<file path="src/rtl/parking_ctrl_if.sv">
// Signal bundle between the parking controller and its speed/vehicle-count datapath.
// Handshake: cal requests one division; speed is valid only while done=1; there is no backpressure.
interface parking_ctrl_if #(
    parameter int WIDTH_SPEED = 14
);
    logic                   sen_a;
    logic                   sen_b;
    logic [1:0]             num_veh;
    logic [WIDTH_SPEED-1:0] speed;
    logic                   done;
    logic                   init;
    logic                   count;
    logic                   cal;
    logic                   up;
    logic                   down;
    logic                   en;
    logic                   dis;
    logic                   overspeed;
    logic                   full;

    modport slave (
        input  sen_a, sen_b, num_veh, speed, done,
        output init, count, cal, up, down, en, dis, overspeed, full
    );

    modport master (
        output sen_a, sen_b, num_veh, speed, done,
        input  init, count, cal, up, down, en, dis, overspeed, full
    );
endinterface

</file>
<file path="src/rtl/parking_ctrl.sv">
// Parking gate controller: turns two IR gate sensors into datapath strobes,
// decides entry/exit from the measured speed and vehicle count, and drives the barrier.
module parking_ctrl #(
    parameter int WIDTH_SPEED     = 14,
    parameter int MAX_VEH         = 3,
    parameter int SPEED_LIMIT     = 20,
    parameter int CLK_PER_MS      = 50000,
    parameter int MEAS_TIMEOUT_MS = 2000,
    parameter int HOLD_MS         = 3000
) (
    input  logic           clk,
    input  logic           reset_n,
    parking_ctrl_if.slave  io_bus,
    output logic [2:0]     o_dbg_state
);
    localparam int MS_MAX = (MEAS_TIMEOUT_MS > HOLD_MS) ? MEAS_TIMEOUT_MS : HOLD_MS;
    localparam int MSW    = $clog2(MS_MAX + 1);
    localparam int PW     = (CLK_PER_MS > 1) ? $clog2(CLK_PER_MS) : 1;

    localparam logic [PW-1:0]          LP_PRE_LAST    = PW'(CLK_PER_MS - 1);
    localparam logic [MSW-1:0]         LP_MEAS_TO     = MSW'(MEAS_TIMEOUT_MS);
    localparam logic [MSW-1:0]         LP_HOLD        = MSW'(HOLD_MS);
    localparam logic [1:0]             LP_MAX_VEH     = 2'(MAX_VEH);
    localparam logic [WIDTH_SPEED-1:0] LP_SPEED_LIMIT = WIDTH_SPEED'(SPEED_LIMIT);

    typedef enum logic [2:0] {
        S_IDLE = 3'd0,
        S_MEAS = 3'd1,
        S_CALC = 3'd2,
        S_EXIT = 3'd3,
        S_HOLD = 3'd4
    } state_t;

    state_t           r_state;
    state_t           w_next;
    logic [2:0]       r_sync_a;
    logic [2:0]       r_sync_b;
    logic [PW-1:0]    r_pre;
    logic [MSW-1:0]   r_ms;
    logic             w_tick;
    logic             w_ra, w_rb, w_la, w_lb;
    logic             w_cal, w_up, w_down, w_en, w_dis, w_full, w_ovs_set, w_ovs_clr;
    logic             r_init, r_count, r_cal, r_up, r_down, r_en, r_dis, r_full, r_ovs;

    // Bits [1:0] are the two synchronizer stages, bit [2] holds the previous level for edge detection.
    always_ff @(posedge clk or negedge reset_n) begin
        if (!reset_n) begin
            r_sync_a <= '0;
            r_sync_b <= '0;
        end else begin
            r_sync_a <= {r_sync_a[1:0], io_bus.sen_a};
            r_sync_b <= {r_sync_b[1:0], io_bus.sen_b};
        end
    end

    assign w_la = r_sync_a[1];
    assign w_lb = r_sync_b[1];
    assign w_ra = r_sync_a[1] & ~r_sync_a[2];
    assign w_rb = r_sync_b[1] & ~r_sync_b[2];

    assign w_tick = (r_pre == LP_PRE_LAST);

    always_ff @(posedge clk or negedge reset_n) begin
        if (!reset_n) begin
            r_pre <= '0;
        end else if (w_tick) begin
            r_pre <= '0;
        end else begin
            r_pre <= r_pre + 1'b1;
        end
    end

    // Elapsed ms in the current state; restarts on each state change and saturates.
    always_ff @(posedge clk or negedge reset_n) begin
        if (!reset_n) begin
            r_ms <= '0;
        end else if (w_next != r_state) begin
            r_ms <= '0;
        end else if (w_tick && (r_ms != {MSW{1'b1}})) begin
            r_ms <= r_ms + 1'b1;
        end
    end

    always_ff @(posedge clk or negedge reset_n) begin
        if (!reset_n) begin
            r_state <= S_IDLE;
        end else begin
            r_state <= w_next;
        end
    end

    always_comb begin
        w_next    = r_state;
        w_cal     = 1'b0;
        w_up      = 1'b0;
        w_down    = 1'b0;
        w_en      = 1'b0;
        w_dis     = 1'b0;
        w_full    = 1'b0;
        w_ovs_set = 1'b0;
        w_ovs_clr = 1'b0;
        case (r_state)
            S_IDLE: begin
                if (w_ra && !w_rb) begin
                    if (io_bus.num_veh >= LP_MAX_VEH) begin
                        w_full = 1'b1;
                    end else begin
                        w_next = S_MEAS;
                    end
                end else if (w_rb && !w_ra && (io_bus.num_veh != 2'd0)) begin
                    w_en   = 1'b1;
                    w_next = S_EXIT;
                end
            end
            S_MEAS: begin
                if (w_rb) begin
                    w_cal  = 1'b1;
                    w_next = S_CALC;
                end else if (r_ms >= LP_MEAS_TO) begin
                    w_next = S_IDLE;
                end
            end
            S_CALC: begin
                if (io_bus.done) begin
                    if (io_bus.speed <= LP_SPEED_LIMIT) begin
                        w_up      = 1'b1;
                        w_ovs_clr = 1'b1;
                        w_next    = S_HOLD;
                    end else begin
                        w_ovs_set = 1'b1;
                        w_next    = S_IDLE;
                    end
                end
            end
            S_EXIT: begin
                if (w_ra) begin
                    w_down = 1'b1;
                    w_next = S_HOLD;
                end else if (r_ms >= LP_MEAS_TO) begin
                    w_dis  = 1'b1;
                    w_next = S_IDLE;
                end
            end
            S_HOLD: begin
                // Barrier stays open while anything is still in the gate.
                if ((r_ms >= LP_HOLD) && !w_la && !w_lb) begin
                    w_dis  = 1'b1;
                    w_next = S_IDLE;
                end
            end
            default: begin
                w_next = S_IDLE;
            end
        endcase
    end

    always_ff @(posedge clk or negedge reset_n) begin
        if (!reset_n) begin
            r_init  <= 1'b0;
            r_count <= 1'b0;
            r_cal   <= 1'b0;
            r_up    <= 1'b0;
            r_down  <= 1'b0;
            r_en    <= 1'b0;
            r_dis   <= 1'b0;
            r_full  <= 1'b0;
            r_ovs   <= 1'b0;
        end else begin
            r_init  <= (w_next == S_IDLE);
            r_count <= (w_next == S_MEAS);
            r_cal   <= w_cal;
            r_up    <= w_up;
            r_down  <= w_down;
            r_en    <= w_en;
            r_dis   <= w_dis;
            r_full  <= w_full;
            if (w_ovs_set) begin
                r_ovs <= 1'b1;
            end else if (w_ovs_clr) begin
                r_ovs <= 1'b0;
            end
        end
    end

    assign io_bus.init      = r_init;
    assign io_bus.count     = r_count;
    assign io_bus.cal       = r_cal;
    assign io_bus.up        = r_up;
    assign io_bus.down      = r_down;
    assign io_bus.en        = r_en;
    assign io_bus.dis       = r_dis;
    assign io_bus.full      = r_full;
    assign io_bus.overspeed = r_ovs;
    assign o_dbg_state      = r_state;
endmodule

</file>
<file path="src/flat_wrapper.sv">
// flat-port wrapper written by rule: the top's interface ports become plain ports
module parking_ctrl_flat 
#(
    parameter int WIDTH_SPEED     = 14,
    parameter int MAX_VEH         = 3,
    parameter int SPEED_LIMIT     = 20,
    parameter int CLK_PER_MS      = 50000,
    parameter int MEAS_TIMEOUT_MS = 2000,
    parameter int HOLD_MS         = 3000
)
  (clk, reset_n, o_dbg_state, io_bus_sen_a, io_bus_sen_b, io_bus_num_veh, io_bus_speed, io_bus_done, io_bus_init, io_bus_count, io_bus_cal, io_bus_up, io_bus_down, io_bus_en, io_bus_dis, io_bus_overspeed, io_bus_full);
  parking_ctrl_if #(.WIDTH_SPEED(WIDTH_SPEED)) io_bus_i ();
  input  logic clk;
  input  logic reset_n;
  output logic [2:0] o_dbg_state;
  input wire logic [$bits(io_bus_i.sen_a)-1:0] io_bus_sen_a;
  input wire logic [$bits(io_bus_i.sen_b)-1:0] io_bus_sen_b;
  input wire logic [$bits(io_bus_i.num_veh)-1:0] io_bus_num_veh;
  input wire logic [$bits(io_bus_i.speed)-1:0] io_bus_speed;
  input wire logic [$bits(io_bus_i.done)-1:0] io_bus_done;
  output wire logic [$bits(io_bus_i.init)-1:0] io_bus_init;
  output wire logic [$bits(io_bus_i.count)-1:0] io_bus_count;
  output wire logic [$bits(io_bus_i.cal)-1:0] io_bus_cal;
  output wire logic [$bits(io_bus_i.up)-1:0] io_bus_up;
  output wire logic [$bits(io_bus_i.down)-1:0] io_bus_down;
  output wire logic [$bits(io_bus_i.en)-1:0] io_bus_en;
  output wire logic [$bits(io_bus_i.dis)-1:0] io_bus_dis;
  output wire logic [$bits(io_bus_i.overspeed)-1:0] io_bus_overspeed;
  output wire logic [$bits(io_bus_i.full)-1:0] io_bus_full;
  assign io_bus_i.sen_a = io_bus_sen_a;
  assign io_bus_i.sen_b = io_bus_sen_b;
  assign io_bus_i.num_veh = io_bus_num_veh;
  assign io_bus_i.speed = io_bus_speed;
  assign io_bus_i.done = io_bus_done;
  assign io_bus_init = io_bus_i.init;
  assign io_bus_count = io_bus_i.count;
  assign io_bus_cal = io_bus_i.cal;
  assign io_bus_up = io_bus_i.up;
  assign io_bus_down = io_bus_i.down;
  assign io_bus_en = io_bus_i.en;
  assign io_bus_dis = io_bus_i.dis;
  assign io_bus_overspeed = io_bus_i.overspeed;
  assign io_bus_full = io_bus_i.full;
  parking_ctrl #(.WIDTH_SPEED(WIDTH_SPEED), .MAX_VEH(MAX_VEH), .SPEED_LIMIT(SPEED_LIMIT), .CLK_PER_MS(CLK_PER_MS), .MEAS_TIMEOUT_MS(MEAS_TIMEOUT_MS), .HOLD_MS(HOLD_MS)) u_core (.clk(clk), .reset_n(reset_n), .io_bus(io_bus_i), .o_dbg_state(o_dbg_state));
endmodule
</file>
<file path="config.mk">
export PLATFORM = sky130hd
export DESIGN_NAME = parking_ctrl_flat
export DESIGN_NICKNAME = d
export VERILOG_FILES = /design/src/rtl/parking_ctrl_if.sv /design/src/rtl/parking_ctrl.sv /design/src/flat_wrapper.sv
export SDC_FILE = /design/constraint.sdc
export NUM_CORES = 1
export LEC_CHECK = 0
export BUFFER_PORTS_ARGS = -buffer_cell sky130_fd_sc_hd__buf_2
export CORE_UTILIZATION = 35
export CTS_BUF_LIST = sky130_fd_sc_hd__clkbuf_8
export DETAILED_ROUTE_END_ITERATION = 8
export PLACE_DENSITY = 0.64
export SETUP_SLACK_MARGIN = 0.2
export SLEW_MARGIN = 20
export SYNTH_ARGS = -nofsm -noshare
export SYNTH_HDL_FRONTEND = slang
export SYNTH_SLANG_ARGS = --single-unit
</file>
<file path="constraint.sdc">
create_clock -name clk -period 2.4 [get_ports clk]
set_clock_uncertainty 0.1 [all_clocks]
set_input_delay 0.12 -clock clk [delete_from_list [all_inputs] [get_ports clk]]
set_output_delay 0.12 -clock clk [all_outputs]
set_load 0.02 [all_outputs]
</file>
; Word-level counts from Yosys, hierarchy flattened
; Cells that the tools add are included.
[totals]
ff_bits = 46
in_bits = 21
output_inout_bits = 12
elab_cells = 82
[op_classes]
n_addsub = 2
n_lt_le_gt_ge = 4
eq_ne = 8
mux = 35
n_bitwise = 4
n_reduce_logical = 15
[op_table]
columns = op, n
row1 = 3-bit 2-to-1 mux, 9
row2 = 12-bit 2-to-1 mux, 2
row3 = 1-bit 2-to-1 mux, 21
row4 = 16-bit by 1-bit adder with 16-bit output (second input constant), 1
row5 = 16-bit == test (second input constant), 1
row6 = 16-bit 2-to-1 mux, 1
row7 = 3-bit one-hot mux with 5 select lines, 1
row8 = 14-bit by 5-bit less-or-equal comparator with 1-bit output (second input constant), 1
row9 = 12-bit by 1-bit adder with 12-bit output (second input constant), 1
row10 = 12-bit by 11-bit >= comparator with 1-bit output (second input constant), 1
row11 = 12-bit >= comparator (second input constant), 1
row12 = 12-bit != test (second input constant), 1
row13 = 3-bit by 1-bit == test with 1-bit output (second input constant), 2
row14 = 3-bit by 2-bit == test with 1-bit output (second input constant), 2
row15 = 1-bit logical AND, 6
row16 = 3-bit zero test, 2
row17 = 2-bit nonzero test, 3
row18 = 1-bit zero test, 4
row19 = 3-bit == test (second input constant), 1
row20 = 3-bit != test, 1
row21 = 1-bit AND, 2
row22 = 2-bit >= comparator (second input constant), 1
row23 = 1-bit inverter, 2
row24 = 1-bit one-hot mux with 2 select lines, 1

; Logic depth before layout (Yosys ltp)
[depth]
word_depth = 10
depth_mapped = 9
depth_no_buf = 6

; Least setup slack after synthesis
; No wires, ideal clock.
[synth_timing]
path_type = register to register
startpoint = reg u_core.r_state[2], in the netlist u_core.o_dbg_state[2]
endpoint = reg u_core.r_ms[10]
setup_time_ps = 96
arrival_ps = 1679
required_time_ps = 2204
path_slack_ps = 525
path_stages_with_launch = 8
n_path_buf = 2
synth_period_minus_slack_ps = 1875
path_cell_list = dfrtp_1 buf_6 or3b_1 nor2_1 o21ai_1 a21boi_4 buf_6 nor4_2
[synth_between]
elab_chain_len = 5
elab_cells_between_ends = 17
classes_between = eq/ne (5) / mux (10) / reduce/logical (2)
[synth_lines]
columns = element, line_no
row1 = from (decl), parking_ctrl.sv:34  ; state_t r_state;
row2 = from (signal assigned), parking_ctrl.sv:88  ; r_state <= w_next;
row3 = 3-bit 2-to-1 mux (on tied branches), --
row4 = 3-bit 2-to-1 mux (on tied branches), "parking_ctrl.sv:136, parking_ctrl.sv:104, parking_ctrl.sv:116"
row5 = 3-bit one-hot mux with 5 select lines, parking_ctrl.sv:102  ; case (r_state)
row6 = 3-bit != test (*), parking_ctrl.sv:77  ; end else if (w_next != r_state) begin
row7 = 12-bit 2-to-1 mux / 2-bit nonzero test (equally long branches), --
row8 = to (signal assigned), parking_ctrl.sv:80  ; r_ms <= r_ms + 1'b1;
row9 = to (decl), parking_ctrl.sv:39  ; logic [MSW-1:0] r_ms;
; Mark *: on every way between the ends. The rest lies on a longest branch, timed or not.
; A chain may end at the register's enable or synchronous reset.

; Final worst setup path
[layout_timing]
startpoint = reg u_core.r_sync_a[1]
endpoint = reg u_core.r_ms[1]
[layout_between]
elab_chain_len = 9
elab_cells_between_ends = 16
classes_between = eq/ne (1) / mux (6) / bitwise (1) / reduce/logical (8)
[layout_lines]
columns = element, line_no
row1 = from (decl), parking_ctrl.sv:36  ; logic [2:0] r_sync_a;
row2 = from (signal assigned), parking_ctrl.sv:51  ; r_sync_a <= {r_sync_a[1:0], io_bus.sen_a};
row3 = 1-bit AND, parking_ctrl.sv:58  ; assign w_ra = r_sync_a[1] & ~r_sync_a[2];
row4 = 1-bit zero test, parking_ctrl.sv:110  ; end else if (w_rb && !w_ra && (io_bus.num_veh != 2'd0)) begin
row5 = 1-bit logical AND (2 in series), parking_ctrl.sv:110
row6 = 3-bit 2-to-1 mux, parking_ctrl.sv:110
row7 = 3-bit 2-to-1 mux, parking_ctrl.sv:104  ; if (w_ra && !w_rb) begin
row8 = 3-bit one-hot mux with 5 select lines (*), parking_ctrl.sv:102
row9 = 3-bit != test (*), parking_ctrl.sv:77
row10 = 12-bit 2-to-1 mux / 2-bit nonzero test (equally long branches), --
; Marks and branches as above.

==> metrics.csv <==
stage,metric,value,unit
drt,Pre-Repair DR Iteration Count,6,
setup_path,Worst Path Required,2460,ps
sta,relative slew slack,64.5,%
logic_synthesis,adder-cell area share of the yosys netlist,1.59,%
setup_path,Critical Path AT,2110,ps
logic_synthesis,Post-Synthesis Cell Area,0.00237,mm²
logic_synthesis,simple-gate portion of the synthesized area,28.3,%
hold_path,HP Class,in2reg,
setup_path,CP max-delay cell,a21boi_4,
drt,post-route ant nets,0,
place,gpl congestion,0.781,
clock_tree,clock slew at reported path FFs,80,ps
global_route,first-pass GRT wire length,7.65,mm
run_status,status,"finished, violations left",
setup_path,"slowest stage delay, CP",460,ps
setup_path,critical path class,reg2reg,
drt,vias,1702,
setup_path,sum of buffers and inverters on the critical path,0,
drt,initial DRC count,111,
logic_synthesis,largest family of logic cells by synthesized area,simple AND/OR/NAND/NOR gates,
drt,Via density,5.11,
floorplan,die footprint,0.00710,mm²
logic_synthesis,Synth Warn #,0,
run,Max-Cap Viols,0,
floorplan,Row Count,29,
finish,fillcell total,600,
setup_path,Worst setup SP type,flop,
setup_path,critical path endpoint category,flop,
sta,Final Cycle Share,85.3,%
logic_synthesis,synth top area cells,"dfrtp_1, xor2_1, nor4_2, xnor2_1, nand3_1",
logic_synthesis,Syn Nets,241,
finish,Layout Utilization,42.4,%
clock_tree,Clock Path Buffers,2,
sta,worst slew pin tran,530,ps
sta,Max Fclk,0.489,GHz
logic_synthesis,"Seq/Total Area, Yosys",48.6,%
floorplan,IO Count,33,
logic_synthesis,post-synth top area share,48.6,%
global_route,Total Routing Usage GR,13.3,%
power_and_ir_drop,Pleak,0.00120,µW
sta,Final Critical Period,2050,ps
global_route,antenna violations before repair,0,
logic_synthesis,Synth Area in XOR/XNOR,9.25,%
finish,share of cells above drive strength 1,24.2,%
clock_tree,Num CTS Buffers,5,
logic_synthesis,multiplexer area fraction after synthesis,0,%
logic_synthesis,"FF+latch count, synth",46,
clock_tree,post-CTS setup repair buffer count,0,
drt,drt total wl,4.25,mm
floorplan,die height,84.2,µm
logic_synthesis,Synth Area in Compound Gates,8.14,%
floorplan,Starting Density,36.9,%
logic_synthesis,async set or reset register ratio after synthesis,100,%
power_and_ir_drop,pwr/cell area,683,mW/mm²
clock_tree,Worst-Skew Late Latency,300,ps
global_route,total grt overflow,0,
sta,final hold violations,0,
place,I/O Buffers,32,
logic_synthesis,number of flops mapped to enable cells by yosys,0,
sta,Max Slew Vio Count,0,
logic_synthesis,Cells after Synth,217,
drt,Avg WL per Cell,12.8,µm
run_status,failing checks,design-rule violations,
setup_path,maximum fanout along the worst path,12,
clock_tree,H-tree Lvls,2,
drt,# DRC,2,
logic_synthesis,synth cell count leaders,"dfrtp_1, nor2_1, nand3_1",
logic_synthesis,Unique masters post-synth,46,
setup_path,Crit path max-delay family,simple AND/OR/NAND/NOR gates,
sta,Setup TNS Final,0,ps
sta,Final setup viols,0,
sta,RSZ-0062 raised after global routing,no,
setup_path,worst path cell trace,"nor2b_1, or3_1, a21o_1, a21boi_4, nor4_1",
power_and_ir_drop,worst vdd ir,232,µV
clock_tree,CTS Root Cell,clkbuf_8,
logic_synthesis,most frequent cell after synthesis,dfrtp_1,
global_route,pin count of the biggest net entering global routing,26,
clock_tree,TritonCTS Sinks,46,
floorplan,Chip Width,84.2,µm
logic_synthesis,Yosys top cell by area,dfrtp_1,
finish,antenna cells,0,
place,HPWL after detailed placement,3.06,mm
finish,area grow syn2layout,15.0,%
global_route,vias in the first global route,1631,
finish,Layout Nets,279,
floorplan,core box area,0.00642,mm²
logic_synthesis,syn avg cell area,10.9,µm²
clock_tree,TritonCTS clock tree,built,
logic_synthesis,top_reg_cell synth,dfrtp_1,
[worst register-to-register path, delay by kind of cell (launching register included)]
family	cells	cell delay (ps)
compound gates	2	690
flops	1	410
simple gates	3	700
[state kept, by name (all words and copies together), names as in the netlist, 3 cells and up]
name                count
u_core.r_sync_b         3
u_core.r_sync_a         3
u_core.o_dbg_state      3
u_core.r_pre           16
u_core.r_ms            12
[power by group]
part	total [µW]	switching [µW]	internal [µW]
clock	473	245	228
combinational	481	327	154
sequential	905	76.5	828
total	1860	648	1210
[per-layer routing]
layer / up-vias / routed length, µm / global-route usage [%]
met5: - / 0 / 0
met3: 7 / 98 / 2.16
met2: 16 / 1900 / 20.0
li1: 853 / - / -
met1: 826 / 2170 / 19.1
met4: 0 / 76 / 5.17
[worst paths after layout]
path	slack, ps	end	cells after the start	start
setup reg to reg	350	u_core.r_ms[1]	5	u_core.r_sync_a[1]
max in group asynchronous	1310	u_core.r_pre[14]	3	reset_n
min in group asynchronous	200	u_core.io_bus.up	2	reset_n
hold / removal	100	u_core.io_bus.up	3	io_bus_speed[4]
hold reg to reg	250	u_core.r_sync_a[1]	0	u_core.r_sync_a[0]
setup / recovery	350	u_core.r_ms[1]	5	u_core.r_sync_a[1]
[cell type report]
class / count / area (µm²) / area share [%]
clock buffers: 6 / 82.6 / 3.03
clock inverters: 2 / 8.76 / 0.322
well taps: 77 / 96.3 / 3.54
repair buffers: 40 / 233 / 8.55
flip-flops and latches: 46 / 1150 / 42.3
inverters: 6 / 22.5 / 0.828
multi-input cells: 156 / 1130 / 41.4
[metrics by stage]
stage / std cells / setup slack (ps) / hold WS (ps) / total power [µW] / instance area [µm²]
floorplan: 217 / 525 / -276 / 1290 / 2370
global placement: 320 / 293 / 10.6 / 1390 / 2570
detailed placement: 320 / 253 / 15.5 / 1390 / 2570
CTS: 333 / 237 / 99.6 / 1880 / 2710
global route: 333 / 227 / 129 / 1970 / 2720
finish: 333 / 354 / 101 / 1860 / 2720
[cell families (layout without fill, tap and decap cells)]
kind of cell / count (synthesis) / count (layout)
and+or+nand+nor: 104 / 104
DFF: 46 / 46
xor gates and xnor gates: 25 / 25
AOI/OAI and AO/OA: 24 / 24
buffers and inverters: 15 / 54
adders and majority gates: 3 / 3
[layout by cell type (no fill, tap or decap), types with 2 or more instances in the layout]
master	instances
buf_2	32
dlygate4sd3_1	5
a21oi_1	5
dfrtp_1	46
ha_1	3
nand3_1	17
inv_1	7
nand2b_1	2
clkbuf_8	6
o21a_1	2
and4_1	5
nor4b_2	2
nor2_1	21
and2_1	2
nand2_1	9
and3_1	7
buf_4	3
xnor2_1	10
o21ai_0	4
nor4_1	4
nor4_2	10
xor2_1	15
nand4_1	5
nor2b_1	3
nor3_1	8
[repair_timing]
action	4_1_cts	5_1_grt
gates resized for setup	0	1
endpoints found under the setup margin	0	12
hold buffers	5	0
hold endpoints to repair	24	0
Note: power is estimated with default switching activity, not from simulation.
